### config.mk
export PLATFORM = sky130hd
export DESIGN_NAME = demux_1x2_stream_flat
export DESIGN_NICKNAME = d
export VERILOG_FILES = /design/src/rtl/demux_1x2_stream_if.sv /design/src/rtl/demux_1x2_stream.sv /design/src/flat_wrapper.sv
export SDC_FILE = /design/constraint.sdc
export NUM_CORES = 1
export LEC_CHECK = 0
export BUFFER_PORTS_ARGS = -buffer_cell sky130_fd_sc_hd__buf_4
export CELL_PAD_IN_SITES_DETAIL_PLACEMENT = 0
export CELL_PAD_IN_SITES_GLOBAL_PLACEMENT = 1
export CORE_ASPECT_RATIO = 0.6
export CORE_MARGIN = 5
export CORE_UTILIZATION = 42
export CTS_CLUSTER_DIAMETER = 150
export CTS_CLUSTER_SIZE = 20
export DETAILED_ROUTE_END_ITERATION = 8
export PLACE_DENSITY = 0.85
export SYNTH_ARGS = -nofsm -noshare
export SYNTH_HDL_FRONTEND = slang
export SYNTH_SLANG_ARGS = --single-unit
export TNS_END_PERCENT = 50
### constraint.sdc
create_clock -name clk -period 1.67 [get_ports clk]
set_input_delay 0.0835 -clock clk [delete_from_list [all_inputs] [get_ports clk]]
set_output_delay 0.0835 -clock clk [all_outputs]
set_load 0.02 [all_outputs]
### src/rtl/demux_1x2_stream_if.sv
// Stream bundle for the 1:2 demux: one input stream, two output
// channels and per-channel beat counters.
interface demux_1x2_stream_if #(
  parameter int W = 8
);
  logic [W-1:0] d;
  logic         s;
  logic         in_valid;
  logic         in_ready;
  logic [W-1:0] f0;
  logic [W-1:0] f1;
  logic         f0_valid;
  logic         f1_valid;
  logic         f0_ready;
  logic         f1_ready;
  logic [7:0]   cnt0;
  logic [7:0]   cnt1;

  modport master (
    output d, s, in_valid, f0_ready, f1_ready,
    input  in_ready, f0, f1, f0_valid, f1_valid,
    input  cnt0, cnt1
  );

  modport slave (
    input  d, s, in_valid, f0_ready, f1_ready,
    output in_ready, f0, f1, f0_valid, f1_valid,
    output cnt0, cnt1
  );
endinterface

### src/rtl/demux_1x2_stream.sv
// 1:2 valid/ready stream demux; each channel owns a 2-entry FIFO
// so a stalled sink only blocks beats routed to itself.
module demux_1x2_stream #(
  parameter int W = 8
) (
  input  logic              clk,
  input  logic              rst,
  demux_1x2_stream_if.slave bus
);

  typedef enum logic [1:0] {
    EMPTY = 2'd0,
    ONE   = 2'd1,
    FULL  = 2'd2
  } st_e;

  st_e          st_q   [2];
  st_e          st_d   [2];
  logic [W-1:0] head_q [2];
  logic [W-1:0] head_d [2];
  logic [W-1:0] tail_q [2];
  logic [W-1:0] tail_d [2];
  logic [7:0]   cnt_q  [2];
  logic [7:0]   cnt_d  [2];

  logic [1:0] sel;
  logic [1:0] out_rdy;
  logic [1:0] push;
  logic [1:0] pop;
  logic       acc;

  // Ready looks only at the selected channel's registered state.
  assign bus.in_ready = (bus.s ? st_q[1] : st_q[0]) != FULL;
  assign acc          = bus.in_valid & bus.in_ready;
  assign sel          = {bus.s, ~bus.s};
  assign out_rdy      = {bus.f1_ready, bus.f0_ready};
  assign push         = sel & {2{acc}};

  always_comb begin
    for (int k = 0; k < 2; k++) begin
      pop[k] = (st_q[k] != EMPTY) & out_rdy[k];
    end
  end

  always_comb begin
    for (int k = 0; k < 2; k++) begin
      st_d[k]   = st_q[k];
      head_d[k] = head_q[k];
      tail_d[k] = tail_q[k];
      cnt_d[k]  = cnt_q[k];
      unique case (st_q[k])
        EMPTY: begin
          if (push[k]) begin
            head_d[k] = bus.d;
            st_d[k]   = ONE;
          end
        end
        ONE: begin
          if (push[k] && pop[k]) begin
            head_d[k] = bus.d;
          end else if (push[k]) begin
            tail_d[k] = bus.d;
            st_d[k]   = FULL;
          end else if (pop[k]) begin
            st_d[k]   = EMPTY;
          end
        end
        FULL: begin
          if (pop[k]) begin
            head_d[k] = tail_q[k];
            st_d[k]   = ONE;
          end
        end
        default: st_d[k] = EMPTY;
      endcase
      if (push[k]) begin
        cnt_d[k] = cnt_q[k] + 8'd1;
      end
    end
  end

  always_ff @(posedge clk or posedge rst) begin
    if (rst) begin
      for (int k = 0; k < 2; k++) begin
        st_q[k]   <= EMPTY;
        head_q[k] <= '0;
        tail_q[k] <= '0;
        cnt_q[k]  <= '0;
      end
    end else begin
      for (int k = 0; k < 2; k++) begin
        st_q[k]   <= st_d[k];
        head_q[k] <= head_d[k];
        tail_q[k] <= tail_d[k];
        cnt_q[k]  <= cnt_d[k];
      end
    end
  end

  assign bus.f0       = head_q[0];
  assign bus.f1       = head_q[1];
  assign bus.f0_valid = st_q[0] != EMPTY;
  assign bus.f1_valid = st_q[1] != EMPTY;
  assign bus.cnt0     = cnt_q[0];
  assign bus.cnt1     = cnt_q[1];

endmodule

### src/flat_wrapper.sv
// flat-port wrapper written by rule: the top's interface ports become plain ports
module demux_1x2_stream_flat 
#(
  parameter int W = 8
)
  (clk, rst, bus_d, bus_s, bus_in_valid, bus_f0_ready, bus_f1_ready, bus_in_ready, bus_f0, bus_f1, bus_f0_valid, bus_f1_valid, bus_cnt0, bus_cnt1);
  demux_1x2_stream_if #(.W(W)) bus_i ();
  input  logic clk;
  input  logic rst;
  input wire logic [$bits(bus_i.d)-1:0] bus_d;
  input wire logic [$bits(bus_i.s)-1:0] bus_s;
  input wire logic [$bits(bus_i.in_valid)-1:0] bus_in_valid;
  input wire logic [$bits(bus_i.f0_ready)-1:0] bus_f0_ready;
  input wire logic [$bits(bus_i.f1_ready)-1:0] bus_f1_ready;
  output wire logic [$bits(bus_i.in_ready)-1:0] bus_in_ready;
  output wire logic [$bits(bus_i.f0)-1:0] bus_f0;
  output wire logic [$bits(bus_i.f1)-1:0] bus_f1;
  output wire logic [$bits(bus_i.f0_valid)-1:0] bus_f0_valid;
  output wire logic [$bits(bus_i.f1_valid)-1:0] bus_f1_valid;
  output wire logic [$bits(bus_i.cnt0)-1:0] bus_cnt0;
  output wire logic [$bits(bus_i.cnt1)-1:0] bus_cnt1;
  assign bus_i.d = bus_d;
  assign bus_i.s = bus_s;
  assign bus_i.in_valid = bus_in_valid;
  assign bus_i.f0_ready = bus_f0_ready;
  assign bus_i.f1_ready = bus_f1_ready;
  assign bus_in_ready = bus_i.in_ready;
  assign bus_f0 = bus_i.f0;
  assign bus_f1 = bus_i.f1;
  assign bus_f0_valid = bus_i.f0_valid;
  assign bus_f1_valid = bus_i.f1_valid;
  assign bus_cnt0 = bus_i.cnt0;
  assign bus_cnt1 = bus_i.cnt1;
  demux_1x2_stream #(.W(W)) u_core (.clk(clk), .rst(rst), .bus(bus_i));
endmodule
==> results of run 1 <==
==> where the power goes <==
group | total (mW) | internal, mW | switching, mW
registers | 1.99 | 1.67 | 0.322
clock network | 0.755 | 0.370 | 0.385
logic | 1.45 | 0.721 | 0.730
total | 4.20 | 2.76 | 1.44
==> worst paths after layout <==
kind,end,slack [ps],from,depth (start not counted)
max in group asynchronous,u_core.bus.f1[0],1040,rst,4
min in group asynchronous,u_core.bus.cnt1[6],390,rst,4
setup reg to reg,u_core.bus.f1[0],190,u_core.st_q[1],4
hold / removal,u_core.tail_q[2],50,bus_d[2],2
hold reg to reg,u_core.bus.cnt1[7],480,u_core.bus.cnt1[7],1
setup / recovery,u_core.tail_q[12],100,bus_f0_ready,6
==> worst max-delay path, delay by kind of cell <==
family / cells / cell delay, ps
buffers and inverters: 3 / 860
multiplexers: 1 / 330
AND/OR/NAND/NOR: 2 / 480
==> what timing repair did <==
| action | 4_1_cts | 5_1_grt |
|---|---|---|
| hold buffers | 2 | 0 |
| hold endpoints to repair | 53 | 0 |
| gates resized for setup | 0 | 2 |
| setup endpoints to repair | 0 | 6 |
| buffers inserted | 0 | 0 |
==> registers in the layout, indices dropped and copies added (netlist names) <==
| signal | cells |
|---|---|
| u_core.bus.f0 | 8 |
| u_core.st_q | 4 |
| u_core.bus.cnt0 | 8 |
| u_core.tail_q | 16 |
| u_core.bus.cnt1 | 8 |
| u_core.bus.f1 | 8 |
==> area by class of cell <==
type | instances | area (um2)
repair buffers | 60 | 472
flip-flops and latches | 52 | 1300
fillers | 466 | 2280
well taps | 66 | 82.6
multi-input cells | 135 | 967
inverters | 2 | 7.51
clock buffers | 7 | 96.3
==> layer usage <==
layer	track usage [%]	wire length, um	up-vias
met5	0	0	-
met4	1.94	21	0
met3	4.11	238	4
met2	20.2	1900	32
met1	19.9	2430	795
li1	-	-	796
==> cells by family (layout without fill, tap and decap cells) <==
family | after synthesis | in the layout | share of synthesized area [%]
AO/OA/AOI/OAI | 24 | 24 | 7.25
XOR/XNOR | 14 | 14 | 5.31
adder cells (fa/ha/maj) | 2 | 2 | 1.08
buffers and inverters | 8 | 69 | 1.95
flip-flops | 52 | 52 | 56.3
multiplexers | 28 | 28 | 13.1
AND/OR/NAND/NOR | 67 | 67 | 15.0
==> per-stage QoR <==
| step | setup WS [ps] | utilization, % | hold slack [ps] | area [um2] | std cells |
|---|---|---|---|---|---|
| finish | 95.6 | 56.2 | 48.0 | 2930 | 322 |
| global placement | 203 | 53.9 | 160 | 2800 | 313 |
| CTS | 65.2 | 56.1 | 42.0 | 2920 | 322 |
| floorplan | 171 | - | 183 | 2310 | 195 |
| detailed placement | 194 | 53.9 | 159 | 2800 | 313 |
| global route | 27.1 | 56.2 | 39.9 | 2930 | 322 |
==> layout by cell type (no fill, tap or decap), drive strengths merged, types with 4 or more instances in the layout <==
| master | netlist | final |
|---|---|---|
| a21oi | 9 | 9 |
| a31oi | 8 | 8 |
| buf | 5 | 58 |
| clkbuf | 1 | 7 |
| dfrtp | 52 | 52 |
| mux2 | 18 | 18 |
| mux2i | 10 | 10 |
| nand2 | 22 | 22 |
| nand3 | 7 | 7 |
| nand4 | 4 | 4 |
| nor2 | 19 | 19 |
| xnor2 | 12 | 12 |
==> metrics.md, run 1 <==
| Metric | Value |
|---|---|
| Cell with the most instances after synthesis | `dfrtp_1` |
| Proportion of synthesized chip area in sequential cells | `56.3%` |
| Clock insertion delay at the later pin of the skew report | `290 ps` |
| Total inserted antenna cells | `0` |
| Die span in x | `106 um` |
| Port Buffer Count | `48` |
| Initial cell density of the core | `44.4%` |
| Die Outline Area | `0.00713 mm2` |
| Longest Clk Path Bufs | `2` |
| Total power divided by cell area | `1430 mW/mm2` |
| Number of max-slew violations in the final report | `0` |
| Cell at the slowest stage of the critical path | `dlygate4sd3_1` |
| Final period demand of the worst path | `1570 ps` |
| Number of levels in the clock H-tree | `2` |
| First-pass GRT wire length | `7670 um` |
| Distinct cell type count after synthesis | `35` |
| Fraction of post-synthesis cell area in the top cell type by area | `56.3%` |
| Type of the worst min-delay path | `in2reg` |
| Hold violation total from the final report | `0` |
| Leakage component of the power | `1.31 nW` |
| Relative slew slack | `73.2%` |
| Average wire per cell in the routed design | `14.3 um` |
| Maximum ir drop on the vdd rail | `0.559 mV` |
| Run status | `finished, final reports clean` |
| Total Neg Setup Slack | `0 ps` |
| Net count of the finished layout | `272` |
| Antenna violations before repair | `0` |
| TritonCTS sink count | `52` |
| Global Route Usage Sum | `13.6%` |
| Fraction of layout instances using a drive strength above 1 | `36.3%` |
| Clock tree from TritonCTS | `built` |
| Top cell type by total area after synthesis | `dfrtp_1` |
| Kind of start point of the critical path | `input pin` |
| Vias per cell | `5.05` |
| Maximum capacitance violations | `0` |
| Primary flip-flop cell chosen by synthesis mapping | `dfrtp_1` |
| Commonest cells post-synth | `dfrtp_1 (52), nand2_1 (21), mux2_2 (18), nor2_1 (18), xnor2_1 (12)` |
| Total congestion overflow | `0` |
| Signed area change from the synthesized netlist to the final layout | `26.6%` |
| Post-Syn Instances | `195` |
| Routability Congestion | `0.781` |
| Design Power | `4.20 mW` |
| Y dimension of the die | `67.5 um` |
| Via count of the first global-routing pass | `1,600` |
| Post-DRT Antenna Nets | `0` |
| CTS clk-pin slew, worst paths | `90 ps` |
| Required time at the worst-slack endpoint | `1850 ps` |
| Leading cell types by total area after synthesis | `dfrtp_1 (56%), mux2_2 (8.8%), xnor2_1 (4.5%), mux2i_1 (4.3%), nand2_1 (3.4%)` |
| Fmax | `635 MHz` |
| Post-synthesis register bit count | `52` |
| Period utilization | `94.3%` |
| Crit Path Class | `in2reg` |
| Total I/O pin count | `49` |
| Num CTS Buffers | `5` |
| Via Count | `1,627` |
| Average footprint of a synthesized cell | `11.9 um2` |
| Worst setup EP type | `flip-flop` |
| Number of detailed-route iterations in the first pass | `4` |
| Total setup violations reported at the end of the flow | `0` |
| Post-Synthesis Cell Area | `0.00231 mm2` |
| Maximum number of pins on one net before global-route repair | `53` |
| Number of enable flip-flop cells after synthesis | `0` |
| Worst-path maximum fanout | `9` |
| Clock Tree Root | `clkbuf_8` |
| Cell-by-cell trace of the critical path | `dlygate4sd3_1 > buf_4 > and2b_1 > nor3b_4 > buf_6 > mux2_2` |
| HPWL after detailed placement | `3420 um` |
| Std cell rows | `20` |
| Core Area | `0.00520 mm2` |
| Worst stage delay on the critical path | `540 ps` |
| Worst-Margin Slew | `402 ps` |
| Share of flip-flops with an asynchronous set or reset | `100%` |
| Net count after synthesis | `211` |
| Synth warnings | `0` |
| Final Routed Wirelength | `4590 um` |
| RSZ-0062 raised after global routing | `false` |
| Endpoint arrival time on the critical path | `1750 ps` |
| Count of routing violations after the opening detailed-route iteration | `66` |
| Setup Skew | `5.43 ps` |
| DRC errors left | `0` |
Power figures use the tool's default switching activity.
==> run 2: changes to the inputs <==
--- a/config.mk
+++ b/config.mk
@@ -10,11 +10,11 @@
 export CELL_PAD_IN_SITES_GLOBAL_PLACEMENT = 1
 export CORE_ASPECT_RATIO = 0.6
 export CORE_MARGIN = 5
-export CORE_UTILIZATION = 42
+export CORE_UTILIZATION = 35
 export CTS_CLUSTER_DIAMETER = 150
 export CTS_CLUSTER_SIZE = 20
 export DETAILED_ROUTE_END_ITERATION = 8
-export PLACE_DENSITY = 0.85
+export PLACE_DENSITY = 0.74
 export SYNTH_ARGS = -nofsm -noshare
 export SYNTH_HDL_FRONTEND = slang
 export SYNTH_SLANG_ARGS = --single-unit
==> run 2 against run 1 <==
- via count shrank 0.25%
- critical endpoint is now u_core.tail_q[8]
- worst hold slack got worse by 1.5 ps
- first-iteration DRC count decreased by 11%
- clock skew grew 5.3 ps
- critical path type unchanged
- highest routed layer unchanged
- combinational power about the same
- sequential power about the same
- setup slack lost 22 ps
==> metrics.md, run 2 (synthesis gave the netlist of run 1 again) <==
| Metric | Value |
|---|---|
| Run status | `finished, final reports clean` |
| Hold violation total from the final report | `0 (unchanged)` |
| Final Routed Wirelength | `4980 um (+8.5%)` |
| Worst reg2reg startpoint | `u_core.st_q[2]` |
| Number of flip-flops in the largest register | `16 (unchanged)` |
| Crit path capture | `u_core.tail_q[8]` |
| Reg-to-Reg End | `u_core.tail_q[8]` |
| Number of detailed-route iterations in the first pass | `4 (unchanged)` |
| Largest delay contributor family on the critical path | `buffers and inverters` |
| Number of levels in the clock H-tree | `2 (unchanged)` |
| Cell-by-cell trace of the critical path | `dlygate4sd3_1 > buf_4 > and2b_1 > nor3b_4 > buf_4 > mux2_2` |
| Total setup buffers inserted after CTS | `0 (unchanged)` |
| Cell Area, Placed | `0.00283 mm2 (+0.80%)` |
| Maximum capacitance violations | `0 (unchanged)` |
| CTS clk-pin slew, worst paths | `100 ps (about the same)` |
| Total setup violations reported at the end of the flow | `0 (unchanged)` |
| Clock insertion delay at the later pin of the skew report | `300 ps (about the same)` |
| Total Neg Setup Slack | `0 ps (unchanged)` |
| Number of max-slew violations in the final report | `0 (unchanged)` |
| Maximum number of pins on one net before global-route repair | `31 (-42%)` |
| Std cell rows | `22 (+10%)` |
| Count of routing violations after the opening detailed-route iteration | `59 (-11%)` |
| Kind of start point of the critical path | `input pin` |
| Total inserted antenna cells | `0 (unchanged)` |
| Top library cells by usage in the layout, fill and taps aside | `buf_4 (57), dfrtp_1 (52), nand2_1 (21)` |
| Worst stage delay on the critical path | `530 ps (about the same)` |
| HPWL after detailed placement | `3810 um (+11%)` |
| Cell depth of the worst flop-to-flop path | `4 (unchanged)` |
| Total congestion overflow | `0 (unchanged)` |
| Cell at the slowest stage of the critical path | `dlygate4sd3_1` |
| Setup Skew | `10.8 ps (+5.35 ps)` |
| Clock tree from TritonCTS | `built` |
| Antenna violations before repair | `0 (unchanged)` |
| DRC errors left | `0 (unchanged)` |
| Worst-path maximum fanout | `9 (unchanged)` |
| Core Area | `0.00625 mm2 (+20%)` |
| Longest Clk Path Bufs | `2 (unchanged)` |
| Average wire per cell in the routed design | `14.6 um (+2.8%)` |
| Crit Path Class | `in2reg` |
| Non-filler cells, final | `340 (+5.6%)` |
| Via Count | `1,623 (-0.25%)` |
| Routability Congestion | `0.717 (-8.3%)` |
| Start point of the critical path | `bus_f0_ready` |
| RSZ-0062 raised after global routing | `false` |
| Setup ws final | `73.6 ps (-21.9 ps)` |
| Fill cell total of the finished layout | `592 (+27%)` |
| Reg2reg setup slack | `180 ps (about the same)` |
| Initial cell density of the core | `37.0% (-7.4 points)` |
| Die Outline Area | `0.00838 mm2 (+17%)` |
| Vias per cell | `4.77 (-5.5%)` |
| Final period demand of the worst path | `1600 ps (+21.9 ps)` |
| Port Buffer Count | `48 (unchanged)` |
| Most frequent cell on the critical path | `buf_4` |
| Number of placed cells counting well taps | `331 (+5.8%)` |
| Required time at the worst-slack endpoint | `1850 ps (about the same)` |
| Endpoint arrival time on the critical path | `1780 ps (+30 ps)` |
| Combined area of the multi-input logic cells | `967 um2 (unchanged)` |
| Leakage component of the power | `1.32 nW (+0.91%)` |
| Post-DRT Antenna Nets | `0 (unchanged)` |
| Total area of sequential cells | `0.00130 mm2 (unchanged)` |
| Levels on crit path | `6 (unchanged)` |
| Worst-Margin Slew | `528 ps (+125 ps)` |
| Via count of the first global-routing pass | `1,636 (+2.3%)` |
| First-pass GRT wire length | `8310 um (+8.5%)` |
| Signed area change from the synthesized netlist to the final layout | `28.9%` |
| Relative slew slack | `64.8% (-8.4 points)` |
| TritonCTS sink count | `52 (unchanged)` |
| Maximum ir drop on the vdd rail | `0.654 mV (+17%)` |
| Worst setup EP type | `flip-flop` |
| Type of the worst min-delay path | `in2reg` |
| Commonest non-fill, non-tap cell in the layout | `buf_4` |
| Pre-CTS setup slack | `185 ps (-8.46 ps)` |
| Fmax | `626 MHz (-1.4%)` |
| Total power divided by cell area | `1490 mW/mm2 (+4.0%)` |
| Global Route Usage Sum | `12.7% (-0.88 points)` |
| Buffer and inverter count on the worst path | `3 (unchanged)` |
| Area of all placed cells without fillers | `0.00298 mm2 (+1.8%)` |
| Clock Tree Root | `clkbuf_8` |
| Die span in x | `115 um (+8.6%)` |
| Period utilization | `95.6% (+1.3 points)` |
| Net count of the finished layout | `272 (unchanged)` |
| Largest register by flop count | `u_core.tail_q` |
| Fraction of layout instances using a drive strength above 1 | `36.3% (unchanged)` |
| Total I/O pin count | `49 (unchanged)` |
| Y dimension of the die | `72.9 um (+8.1%)` |
| Num CTS Buffers | `5 (unchanged)` |
run 2: cell count changes in the layout (fill, tap and decap cells not counted):
| cell | change |
|---|---|
| buf_6 | -1 |
| bufinv_16 | +2 |
| buf_4 | +1 |
| clkbuf_8 | -2 |
run 2: per-layer routing:
layer	GRT usage (%)	routed length (um)
met1	19.3	2580
met2	17.5	2050
met3	4.14	343
met4	2.34	8
met5	0	0
run 2: metrics by stage:
stage,total power [mW],hold slack (ps),util [%]
after floorplan,2.85,183,-
after global placement,3.46,159,45.2
after detailed placement,3.51,163,45.2
after CTS,4.50,35.8,47.6
after global routing,4.73,31.6,47.7
final,4.44,46.4,47.7
run 2: worst min-delay path by stage:
stage / startpoint / end / slack, ps / depth (start not counted)
after CTS: bus_d[1] / u_core.tail_q[1] / 40 / 2
final: bus_d[3] / u_core.tail_q[11] / 50 / 2
after global routing: bus_d[4] / u_core.tail_q[4] / 30 / 2
after floorplan: bus_f0_ready / u_core.st_q[3] / 180 / 1
after detailed placement: rst / u_core.bus.cnt0[7] / 160 / 2
after global placement: rst / u_core.bus.cnt0[7] / 160 / 2
run 2: area by class of cell:
type                       instances  area share, %
sequential                        52           43.7
multi-input combinational        135           32.5
timing repair buffer              60           15.7
tap                               84           3.53
clock buffer                       5           2.31
clock inverter                     2           2.02
inverter                           2          0.252
run 2: power breakdown:
| part | internal, mW | leakage [nW] | total, mW | switching (mW) |
|---|---|---|---|---|
| clock | 0.590 | 0.0642 | 0.983 | 0.393 |
| sequential | 1.67 | 0.626 | 2.00 | 0.329 |
| combinational | 0.721 | 0.627 | 1.46 | 0.741 |
run 2: timing repair:
| item | in CTS | in global routing |
|---|---|---|
| hold buffers | 2 | 0 |
| resized for setup | 0 | 1 |
| setup endpoints to repair | 0 | 1 |
| hold endpoints to repair | 23 | 0 |
==> run 3: changes to the inputs <==
==> constraint.sdc (replaced) <==
create_clock -name clk -period 1.5 [get_ports clk]
set_input_delay 0.075 -clock clk [delete_from_list [all_inputs] [get_ports clk]]
set_output_delay 0.075 -clock clk [all_outputs]
set_load 0.02 [all_outputs]
==> run 3 against run 2 <==
- flip-flop and latch count stayed put
- via count up 1.4%
- combinational power up 16%
- global-route usage shrank 0.096 points
- first-iteration DRC count fell by 34%
- register-to-register slack got worse by 120 ps
- critical path depth shrank 1
- clock-buffer cell count increased by 2
- final cell count is 1.2% higher
- total power up 7.0%
- worst hold slack got worse by 10 ps
- largest cell class unchanged
==> metrics.md, run 3 (synthesis gave the netlist of run 1 again) <==
| Metric | Value |
|---|---|
| Number of detailed-route iterations in the first pass | `4 (unchanged)` |
| Hold violation total from the final report | `0 (unchanged)` |
| Kind of start point of the critical path | `flip-flop` |
| Reg-to-Reg End | `u_core.bus.f1[7]` |
| Net count of the finished layout | `275 (+1.1%)` |
| Util after Layout | `49.1% (+1.5 points)` |
| Commonest non-fill, non-tap cell in the layout | `buf_4` |
| Period utilization | `96.2%` |
| Worst-path maximum fanout | `8 (-1)` |
| Total inserted antenna cells | `0 (unchanged)` |
| Number of flip-flops in the largest register | `16 (unchanged)` |
| Type of the worst min-delay path | `in2reg` |
| Endpoint arrival time on the critical path | `1670 ps (-110 ps)` |
| Cell-by-cell trace of the critical path | `or2_4 > o221ai_4 > buf_12 > nor2_1 > a21oi_1` |
| Reg2reg setup slack | `60 ps (-120 ps)` |
| Maximum number of pins on one net before global-route repair | `25 (-19%)` |
| Longest Clk Path Bufs | `2 (unchanged)` |
| Relative slew slack | `67.1% (+2.3 points)` |
| Start point of the critical path | `u_core.st_q[1]` |
| HPWL after detailed placement | `3750 um (-1.6%)` |
| Pre-CTS setup slack | `67.9 ps (-117 ps)` |
| Total power divided by cell area | `1550 mW/mm2 (+3.8%)` |
| Required time at the worst-slack endpoint | `1730 ps (-120 ps)` |
| Fraction of layout instances using a drive strength above 1 | `41.2% (+4.8 points)` |
| Largest register by flop count | `u_core.tail_q` |
| Worst stage delay on the critical path | `470 ps (-60 ps)` |
| Number of max-slew violations in the final report | `0 (unchanged)` |
| Leakage component of the power | `1.34 nW (+1.6%)` |
| Average wire per cell in the routed design | `14.5 um (-0.85%)` |
| Antenna violations before repair | `0 (unchanged)` |
| Total setup violations reported at the end of the flow | `0 (unchanged)` |
| Crit Path Class | `reg2reg` |
| Clock insertion delay at the later pin of the skew report | `300 ps (about the same)` |
| Clock tree from TritonCTS | `built` |
| Worst-Margin Slew | `493 ps (-34.4 ps)` |
| Via Count | `1,646 (+1.4%)` |
| Std cell rows | `22 (unchanged)` |
| Global Route Usage Sum | `12.6% (-0.096 points)` |
| Worst reg2reg startpoint | `u_core.st_q[1]` |
| CTS clk-pin slew, worst paths | `90 ps (about the same)` |
| Cell depth of the worst flop-to-flop path | `5 (+1)` |
| Initial cell density of the core | `37.0% (unchanged)` |
| First-pass GRT wire length | `8310 um (about the same)` |
| Crit path capture | `u_core.bus.f1[7]` |
| Vias per cell | `4.78 (+0.24%)` |
| Fmax | `693 MHz` |
| Die span in x | `115 um (unchanged)` |
| Setup Skew | `9.42 ps (-1.36 ps)` |
| Routability Congestion | `0.750 (+4.6%)` |
| Signed area change from the synthesized netlist to the final layout | `32.9%` |
| Core Area | `0.00625 mm2 (unchanged)` |
| Total I/O pin count | `49 (unchanged)` |
| Via count of the first global-routing pass | `1,622 (-0.86%)` |
| Num CTS Buffers | `5 (unchanged)` |
| Final Routed Wirelength | `5000 um (+0.32%)` |
| DRC errors left | `0 (unchanged)` |
| Die Outline Area | `0.00838 mm2 (unchanged)` |
| Total congestion overflow | `0 (unchanged)` |
| Number of stages on the worst hold path | `2 (unchanged)` |
| Cell at the slowest stage of the critical path | `dfrtp_2` |
| Final period demand of the worst path | `1440 ps` |
| Port Buffer Count | `48 (unchanged)` |
| RSZ-0062 raised after global routing | `true` |
| Number of levels in the clock H-tree | `2 (unchanged)` |
| Worst setup EP type | `flip-flop` |
| Count of routing violations after the opening detailed-route iteration | `39 (-34%)` |
| Y dimension of the die | `72.9 um (unchanged)` |
| Maximum capacitance violations | `0 (unchanged)` |
| TritonCTS sink count | `52 (unchanged)` |
| Cell Area, Placed | `0.00287 mm2 (+1.7%)` |
| Run status | `finished, final reports clean` |
| Clock Tree Root | `clkbuf_8` |
| Top library cells by usage in the layout, fill and taps aside | `buf_4 (53), dfrtp_1 (50), nand2_1 (21)` |
| Post-DRT Antenna Nets | `0 (unchanged)` |
| Area of all placed cells without fillers | `0.00307 mm2 (+3.1%)` |
| Maximum ir drop on the vdd rail | `0.640 mV (-2.2%)` |
| Setup ws final | `57.7 ps (-16.0 ps)` |
[run 3: cell count changes in the layout (fill, tap and decap cells not counted), sizes merged]
cell          before  now
clkbuf             5    8
buf               58   60
bufinv             2    0
clkinvlp           0    1
dlygate4sd3        2    1
dlymetal6s4s       0    1
[run 3: metal layers]
layer | GRT usage [%] | routed length [um] | part of all wire (%)
met5 | 0 | 0 | 0
met4 | 1.95 | 8 | 0.16
met3 | 3.65 | 281 | 5.6
met2 | 17.9 | 2080 | 42
met1 | 19.2 | 2620 | 53
[run 3: timing repair]
action	CTS	global route
buffers inserted	0	0
hold endpoints to repair	21	0
hold buffers	2	0
resized for setup	0	19
setup endpoints to repair	0	21
[run 3: stage by stage]
stage               instances  setup TNS (ps)  hold slack, ps  power (mW)
global route              344           -83.9            29.3        5.06
finish                    344               0            36.4        4.76
CTS                       344               0            29.9        4.75
floorplan                 195               0             175        3.18
detailed placement        334               0             141        3.91
global placement          334               0             138        3.88
[run 3: how the worst min path moves through the flow]
stage / start / end / slack (ps)
after floorplan: bus_f0_ready / u_core.st_q[3] / 170
after global placement: rst / u_core.bus.cnt0[6] / 140
after detailed placement: rst / u_core.bus.cnt0[6] / 140
after CTS: bus_d[5] / u_core.tail_q[13] / 30
after global routing: bus_d[4] / u_core.tail_q[4] / 30
final: bus_d[5] / u_core.tail_q[13] / 40
[run 3: critical path: cells and delay by family, from the launching register on]
kind | cells | cell delay [ps]
AOI/OAI and AO/OA | 2 | 400
buffers and inverters | 1 | 170
DFF | 1 | 470
and+or+nand+nor | 2 | 330
[run 3: power by group]
group          internal (mW)  leakage (nW)  switching (mW)
sequential              1.86         0.623           0.363
clock                  0.376        0.0445           0.456
combinational          0.858         0.671           0.842
[run 3: area by class of cell]
| type | count | area [um2] |
|---|---|---|
| clock inverters | 1 | 7.51 |
| repair buffers | 63 | 551 |
| clock buffers | 7 | 86.3 |
| flip-flops and latches | 52 | 1300 |
| inverters | 2 | 7.51 |
| fillers | 584 | 3180 |
| multi-input cells | 135 | 1010 |
| well taps | 84 | 105 |
